==> src/rtl/tff_bank_pkg.sv <==
// tff_bank_pkg: mode encoding and default sizes for the tff_bank flip-flop bank
package tff_bank_pkg;
  typedef enum logic [1:0] {
    MODE_HOLD   = 2'b00,
    MODE_LOAD   = 2'b01,
    MODE_TOGGLE = 2'b10,
    MODE_COUNT  = 2'b11
  } mode_e;
  localparam int TFF_BANK_WIDTH = 8;
  localparam int TFF_BANK_CNT_W = 16;
endpackage

==> src/rtl/tff_bank_checker.sv <==
// tff_bank_checker: passive property checker for tff_bank, bound in under TFF_BANK_ASSERT_EN
module tff_bank_checker
  import tff_bank_pkg::*;
#(
  parameter int WIDTH = TFF_BANK_WIDTH,
  parameter int CNT_W = TFF_BANK_CNT_W
) (
  input logic             clk,
  input logic             rst,
  input logic             en,
  input logic [1:0]       mode,
  input logic [WIDTH-1:0] d,
  input logic [WIDTH-1:0] t,
  input logic             cnt_clr,
  input logic [WIDTH-1:0] q,
  input logic             wrap,
  input logic [CNT_W-1:0] tog_cnt
);
  property p_reset_zero;
    @(posedge clk) disable iff (rst) $fell(rst) |-> q == '0;
  endproperty
  property p_load;
    @(posedge clk) disable iff (rst) (en && mode == MODE_LOAD) |=> q == $past(d);
  endproperty
  property p_toggle;
    @(posedge clk) disable iff (rst) (en && mode == MODE_TOGGLE) |=> q == $past(q ^ t);
  endproperty
  property p_count;
    @(posedge clk) disable iff (rst) (en && mode == MODE_COUNT) |=> q == $past(q + 1'b1);
  endproperty
  property p_hold;
    @(posedge clk) disable iff (rst) (!en || mode == MODE_HOLD) |=> $stable(q);
  endproperty
  property p_wrap_zero;
    @(posedge clk) disable iff (rst) wrap |-> q == '0;
  endproperty
  property p_no_decrement;
    @(posedge clk) disable iff (rst) !cnt_clr |=> tog_cnt >= $past(tog_cnt);
  endproperty
  property p_saturate;
    @(posedge clk) disable iff (rst) (&tog_cnt && !cnt_clr) |=> &tog_cnt;
  endproperty
  a_reset_zero:   assert property (p_reset_zero);
  a_load:         assert property (p_load);
  a_toggle:       assert property (p_toggle);
  a_count:        assert property (p_count);
  a_hold:         assert property (p_hold);
  a_wrap_zero:    assert property (p_wrap_zero);
  a_no_decrement: assert property (p_no_decrement);
  a_saturate:     assert property (p_saturate);
endmodule

==> src/rtl/tff_bank.sv <==
// tff_bank: WIDTH-bit hold/load/toggle/count register with wrap pulse and saturating change counter; checker under TFF_BANK_ASSERT_EN
module tff_bank
  import tff_bank_pkg::*;
#(
  parameter int WIDTH = TFF_BANK_WIDTH,
  parameter int CNT_W = TFF_BANK_CNT_W
) (
  input  logic             clk,
  input  logic             rst,
  input  logic             en,
  input  logic [1:0]       mode,
  input  logic [WIDTH-1:0] d,
  input  logic [WIDTH-1:0] t,
  input  logic             cnt_clr,
  output logic [WIDTH-1:0] q,
  output logic             wrap,
  output logic [CNT_W-1:0] tog_cnt
);
  mode_e            m;
  logic [WIDTH-1:0] q_nxt;
  assign m = mode_e'(mode);
  always_comb q_nxt = !en ? q :
                      m == MODE_LOAD   ? d :
                      m == MODE_TOGGLE ? q ^ t :
                      m == MODE_COUNT  ? q + 1'b1 : q;
  always_ff @(posedge clk) begin
    if (rst) begin
      q       <= '0;
      wrap    <= 1'b0;
      tog_cnt <= '0;
    end else begin
      q       <= q_nxt;
      wrap    <= en && m == MODE_COUNT && &q;
      tog_cnt <= cnt_clr ? '0 : (q_nxt != q && !(&tog_cnt)) ? tog_cnt + 1'b1 : tog_cnt;
    end
  end
`ifdef TFF_BANK_ASSERT_EN
  tff_bank_checker #(.WIDTH(WIDTH), .CNT_W(CNT_W)) u_chk (
    .clk(clk), .rst(rst), .en(en), .mode(mode), .d(d), .t(t),
    .cnt_clr(cnt_clr), .q(q), .wrap(wrap), .tog_cnt(tog_cnt)
  );
`endif
endmodule

==> config.mk <==
export PLATFORM = sky130hd
export DESIGN_NAME = tff_bank
export DESIGN_NICKNAME = d
export VERILOG_FILES = /design/src/rtl/tff_bank_pkg.sv /design/src/rtl/tff_bank_checker.sv /design/src/rtl/tff_bank.sv
export SDC_FILE = /design/constraint.sdc
export NUM_CORES = 1
export LEC_CHECK = 0
export ABC_AREA = 1
export CORE_UTILIZATION = 40
export CTS_BUF_LIST = sky130_fd_sc_hd__clkbuf_4 sky130_fd_sc_hd__clkbuf_8 sky130_fd_sc_hd__clkbuf_16
export CTS_CLUSTER_SIZE = 14
export DETAILED_ROUTE_END_ITERATION = 6
export PLACE_DENSITY = 0.67
export SLEW_MARGIN = 20
export SYNTH_ARGS = -nofsm -noshare
export SYNTH_HDL_FRONTEND = slang
export SYNTH_HIERARCHICAL = 1
export SYNTH_SLANG_ARGS = --single-unit
export TNS_END_PERCENT = 100
==> constraint.sdc <==
create_clock -name clk -period 2.6 [get_ports clk]
set_input_delay 0.52 -clock clk [delete_from_list [all_inputs] [get_ports clk]]
set_output_delay 0.52 -clock clk [all_outputs]
set_load 0.02 [all_outputs]
Word-level counts from Yosys, hierarchy flattened
Index checks and enable logic that the tools add are counted.
- output and inout bits: 25
- memory bits (writable): 0
- bits of input ports: 22
- flip-flop bits (word level): 25
- latch bits: 0
- memories: 0
- ROM bits: 0
- logic and storage cells: 21
- multipliers: 0
- shift operators: 0
- bitwise gates (word level): 1
- add/subtract/negate cells: 2
- mux-type cells: 4
- reductions and logical operators: 7
- $lt $le $gt $ge: 0
- eq/ne operators: 4
- divide/modulo/power cells: 0
- operators by type and width (cell ; number):
    8-bit two-way mux ; 4
    16-bit by 1-bit adder with 16-bit output (second input constant) ; 1
    16-bit AND reduction ; 1
    8-bit by 1-bit adder with 8-bit output (second input constant) ; 1
    8-bit != test ; 1
    8-bit AND reduction ; 1
    8-bit XOR ; 1
    2-bit equality test (second input constant) ; 2
    1-bit logical AND ; 3
    2-bit by 1-bit equality test with 1-bit output (second input constant) ; 1
    2-bit OR reduction ; 1
    1-bit zero test ; 1

Depth between registers and ports, before layout
- word-level depth: 7
- depth in mapped cells: 18
- gate-level depth less buffers: 17

Worst setup path after synthesis
OpenSTA, ideal clock, no wires.
- path kind: reg-to-reg
- start point: register q[1]
- end point: register tog_cnt[0]
- data required time: 2.485 ns
- clock period less this slack: 2.031 ns
- path buffers: 1
- setup time: 0.115 ns
- cell stages (with the launch flop): 15
- data arrival time: 1.916 ns
- setup slack: 0.569 ns
- path through: dfxtp_1 ha_1 nor2_2 nor2_4 nand2_2 nand2_1 nand3_1 nand3_1 nor2_1 nand3_1 nor2_2 nand2_4 buf_2 a21oi_1 nor2_1
- word-level cells in the longest chain between the ends: 7
- elaborated cells on any way between the ends: 8
- those cells by class: 1 x add/sub; 1 x eq/ne; 4 x mux; 1 x bitwise; 1 x reduce/logical
- RTL lines (item ; RTL line ; text):
    start, declared ; tff_bank.sv:15 ; output logic [WIDTH-1:0] q,
    start signal, assigned ; tff_bank.sv:32 ; q <= q_nxt;
    8-bit by 1-bit adder with 8-bit output ; tff_bank.sv:25 ; m == MODE_COUNT ? q + 1'b1 : q;
    8-bit two-way mux ; tff_bank.sv:25 ;
    8-bit two-way mux ; tff_bank.sv:24 ; m == MODE_TOGGLE ? q ^ t :
    8-bit two-way mux ; tff_bank.sv:23 ; m == MODE_LOAD ? d :
    8-bit two-way mux ; tff_bank.sv:22 ; always_comb q_nxt = !en ? q :
    8-bit != test * ; tff_bank.sv:34 ; tog_cnt <= cnt_clr ? '0 : (q_nxt != q && !(&tog_cnt)) ? tog_cnt + 1'b1 : tog_cnt;
    1-bit logical AND * ; tff_bank.sv:34 ;
    end signal, assigned ; tff_bank.sv:34 ;
    end, declared ; tff_bank.sv:17 ; output logic [CNT_W-1:0] tog_cnt
Every way passes the cells marked *; elsewhere a longest branch is shown, timed or not.
A chain may end at the register's enable or synchronous reset.

Worst setup path after layout
- start point: input port en
- end point: register tog_cnt[13]
- word-level cells in the longest chain between the ends: 3
- RTL lines (item ; RTL line ; text):
    start, declared ; tff_bank.sv:10 ; input logic en,
    8-bit two-way mux ; tff_bank.sv:22 ;
    8-bit != test ; tff_bank.sv:34 ;
    1-bit logical AND ; tff_bank.sv:34 ;
Every way passes these cells.

==> results.py <==
metrics = {
    "synthesis": {
        "ys_top_cells_by_area": "dfxtp_1 (26%), nand2_1 (15%), nand3_1 (13%)",
        "synth_top_area_share_pct": 25.6,
        "synth_edf_count": 0,
        "synth.net_count": 329,
        "async_flop_share_pct": 0,
        "ys_warn_count": 6,
        "dominantRegCellSynth": "dfxtp_1",
        "ys_seq_elements": 25,
        "synth.distinct_cells": 36,
        "yosysTopAreaCell": "dfxtp_1",
        "avgSynthCellArea_um2": 6.42,
        "synth_area_um2": 1960,
        "synthCells": 305,
        "yosysSeqAreaShare_pct": 25.6,
    },
    "route": {
        "ant_nets": 0,
        "drt-total-wl_um": 4870,
        "post_drt_wl_per_cell_um": 11.4,
        "post_drt_via_cell_ratio": 4.94,
        "firstDrtPassIters": 4,
        "first_iter_violations": 160,
        "drc": 0,
        "vias": 2114,
    },
    "pwr": {
        "pwr-share-clk_pct": 27.7,
        "combPwrFrac_pct": 26.6,
        "power.leakage_nw": 1.09,
        "vdd_ir_drop_max_mv": 0.175,
        "power_frac_seq_pct": 45.7,
        "internal_power_mw": 0.612,
        "power_switching_mw": 0.290,
        "swShare_pct": 32.1,
        "p_per_area_nw_per_um2": 343,
    },
    "clocking": {
        "postCtsSetupBuffers": 0,
        "clockRootBuffer": "clkbuf_8",
        "clock-sinks": 25,
        "cts_made_buffers": 3,
        "clkLatencyLatePin_ns": 0.28,
        "htree_levels": 1,
        "clockBufferDepth": 2,
        "cts.clk_slew.worst_paths_ns": 0.10,
        "cts_tree": "done",
    },
    "timing": {
        "fmaxAchievable_mhz": 443,
        "hold_viol_final": 0,
        "finalSetupViolations": 0,
        "worst_pin_slew_ns": 0.679,
        "tns_ns": 0,
        "fin_crit_sh_pct": 86.9,
        "min_period_ns": 2.26,
        "maxSlewHeadroom_pct": 54.7,
        "rsz0062_at_grt": "no",
        "slew_viol_final": 0,
        "fin_worst_skew_ns": 0.00347,
    },
    "finish": {
        "num-nets-final": 386,
        "drive_gt1_share_pct": 17.7,
        "mostFrequentLayoutCells": "nand2_1 (78), nand3_1 (50), clkdlybuf4s50_1 (44), inv_1 (25), dfxtp_1 (25)",
        "stdcell_area_um2": 2630,
        "n_antenna_cell": 0,
        "layout_commonest_cell": "nand2_1",
        "areaGrowthSynthToFinish_pct": 34.3,
    },
    "floorplan": {
        "die_y_um": 72.0,
        "ios": 47,
        "dieArea_um2": 5180,
        "core_um2": 4720,
        "rows": 25,
        "start_util_pct": 41.5,
        "die-width_um": 72.0,
    },
    "grt": {
        "grt_pass1_vias": 1708,
        "grt_max_degree": 17,
        "antenna_found_initial": 0,
        "grt_pass1_wl_um": 8040,
        "grtUsageTotal_pct": 19.5,
        "gr-total-overflow": 0,
    },
    "setup_path": {
        "cp-startpoint": "en",
        "worstPathMaxFanout": 16,
        "r2r_cells": 13,
        "timing.rr.start": "q[1]$_SDFF_PP0_",
        "endpoint": "tog_cnt[13]$_SDFFE_PP0P_",
        "crit_type": "in -> reg",
        "crit_required_ns": 2.82,
        "r2r_slack_ns": 0.47,
        "arrival_ns": 2.48,
        "start_kind": "input port",
        "cp-end-kind": "register",
        "r2r-end": "tog_cnt[5]$_SDFFE_PP0P_",
    },
    "placed_design": {
        "dp_hpwl_um": 3830,
        "gp_congestion": 0.927,
        "io_buffers": 46,
        "placed_cell_area_um2": 2570,
    },
    "flow_run": {
        "cap_violations": 0,
    },
    "min_path": {
        "hp-class": "reg -> reg",
    },
    "status": {
        "status": "complete, no violations",
    },
}
how the worst min path moves through the flow:
stage / to / start / slack, ns / cells after the start
finish: tog_cnt[8]$_SDFFE_PP0P_ / tog_cnt[8]$_SDFFE_PP0P_ / 0.49 / 2
global route: tog_cnt[8]$_SDFFE_PP0P_ / tog_cnt[8]$_SDFFE_PP0P_ / 0.52 / 2
CTS: tog_cnt[8]$_SDFFE_PP0P_ / tog_cnt[8]$_SDFFE_PP0P_ / 0.50 / 2
detailed placement: tog_cnt[8]$_SDFFE_PP0P_ / tog_cnt[8]$_SDFFE_PP0P_ / 0.48 / 2
global placement: tog_cnt[8]$_SDFFE_PP0P_ / tog_cnt[8]$_SDFFE_PP0P_ / 0.47 / 2
floorplan: tog_cnt[8]$_SDFFE_PP0P_ / tog_cnt[8]$_SDFFE_PP0P_ / 0.55 / 2
cells by family after synthesis:
kind of cell	synth area share, %
AND/OR/NAND/NOR	47.1
buffers and inverters	9.58
AO/OA/AOI/OAI	9.78
flip-flops	25.6
XOR/XNOR	6.71
adder cells (fa/ha/maj)	1.28
state kept, by name (all words and copies together), names as in the netlist:
signal	count
wrap	1
q	8
tog_cnt	16
worst max-delay path, cell delays in order:
cell and delay (ns):
clkdlybuf4s50_1 0.67, buf_4 0.28, nand2_1 0.07, inv_1 0.06, o211ai_1 0.08, nand2_1 0.09
clkinv_1 0.05, nand3_1 0.10, nor2_2 0.06, nand2_4 0.09, buf_4 0.17, nand3_1 0.10
a21oi_2 0.14
synth_stat cells, types with 2 or more instances:
| cell | count |
|---|---|
| nand2_1 | 78 |
| ha_1 | 2 |
| inv_1 | 25 |
| clkinv_1 | 3 |
| xnor2_1 | 5 |
| inv_2 | 6 |
| buf_2 | 2 |
| nand2_4 | 3 |
| nand3_2 | 2 |
| nand4_1 | 4 |
| nor2_1 | 22 |
| a21oi_1 | 7 |
| nor4_1 | 2 |
| nor3_1 | 5 |
| dfxtp_1 | 25 |
| nand3_1 | 50 |
| xor2_1 | 10 |
| nand3b_1 | 2 |
| a21oi_2 | 10 |
| clkbuf_1 | 4 |
| nor2_2 | 3 |
| nand2_2 | 13 |
| or2_2 | 4 |
| o21ai_0 | 6 |
layout make-up:
| class | instances | area, µm² |
|---|---|---|
| inverter | 34 | 128 |
| clock inverter | 1 | 7.51 |
| timing repair buffer | 61 | 591 |
| fill | 478 | 2090 |
| sequential | 25 | 500 |
| multi-input combinational | 237 | 1280 |
| tap | 67 | 83.8 |
| clock buffer | 3 | 41.3 |
routing by layer:
layer | global-route usage [%] | share of wire (%)
met5 | 0 | 0
met4 | 6.32 | 1.5
met3 | 2.22 | 5.4
met1 | 29.9 | 51
met2 | 28.3 | 42
stage by stage:
stage | utilization, % | std cells | power [mW] | hold WS, ns | setup slack (ns)
finish | 55.7 | 428 | 0.903 | 0.490 | 0.340
global route | 55.7 | 428 | 0.952 | 0.523 | 0.125
CTS | 55.4 | 428 | 0.911 | 0.496 | 0.136
detailed placement | 54.4 | 424 | 0.661 | 0.482 | -0.150
global placement | 54.4 | 424 | 0.658 | 0.474 | -0.119
floorplan | - | 305 | 0.566 | 0.552 | 0.569
power groups by stage:
stage	registers (mW)	logic (mW)	clock network [mW]
finish	0.413	0.240	0.250
global route	0.416	0.266	0.271
CTS	0.413	0.240	0.258
detailed placement	0.421	0.239	0
global placement	0.421	0.237	0
floorplan	0.431	0.135	0
timing repair:
| action | in CTS | in global routing |
|---|---|---|
| gates resized for setup | 0 | 3 |
| hold buffers | 0 | 0 |
| setup endpoints to repair | 0 | 15 |
(Power assumes the default switching activity.)
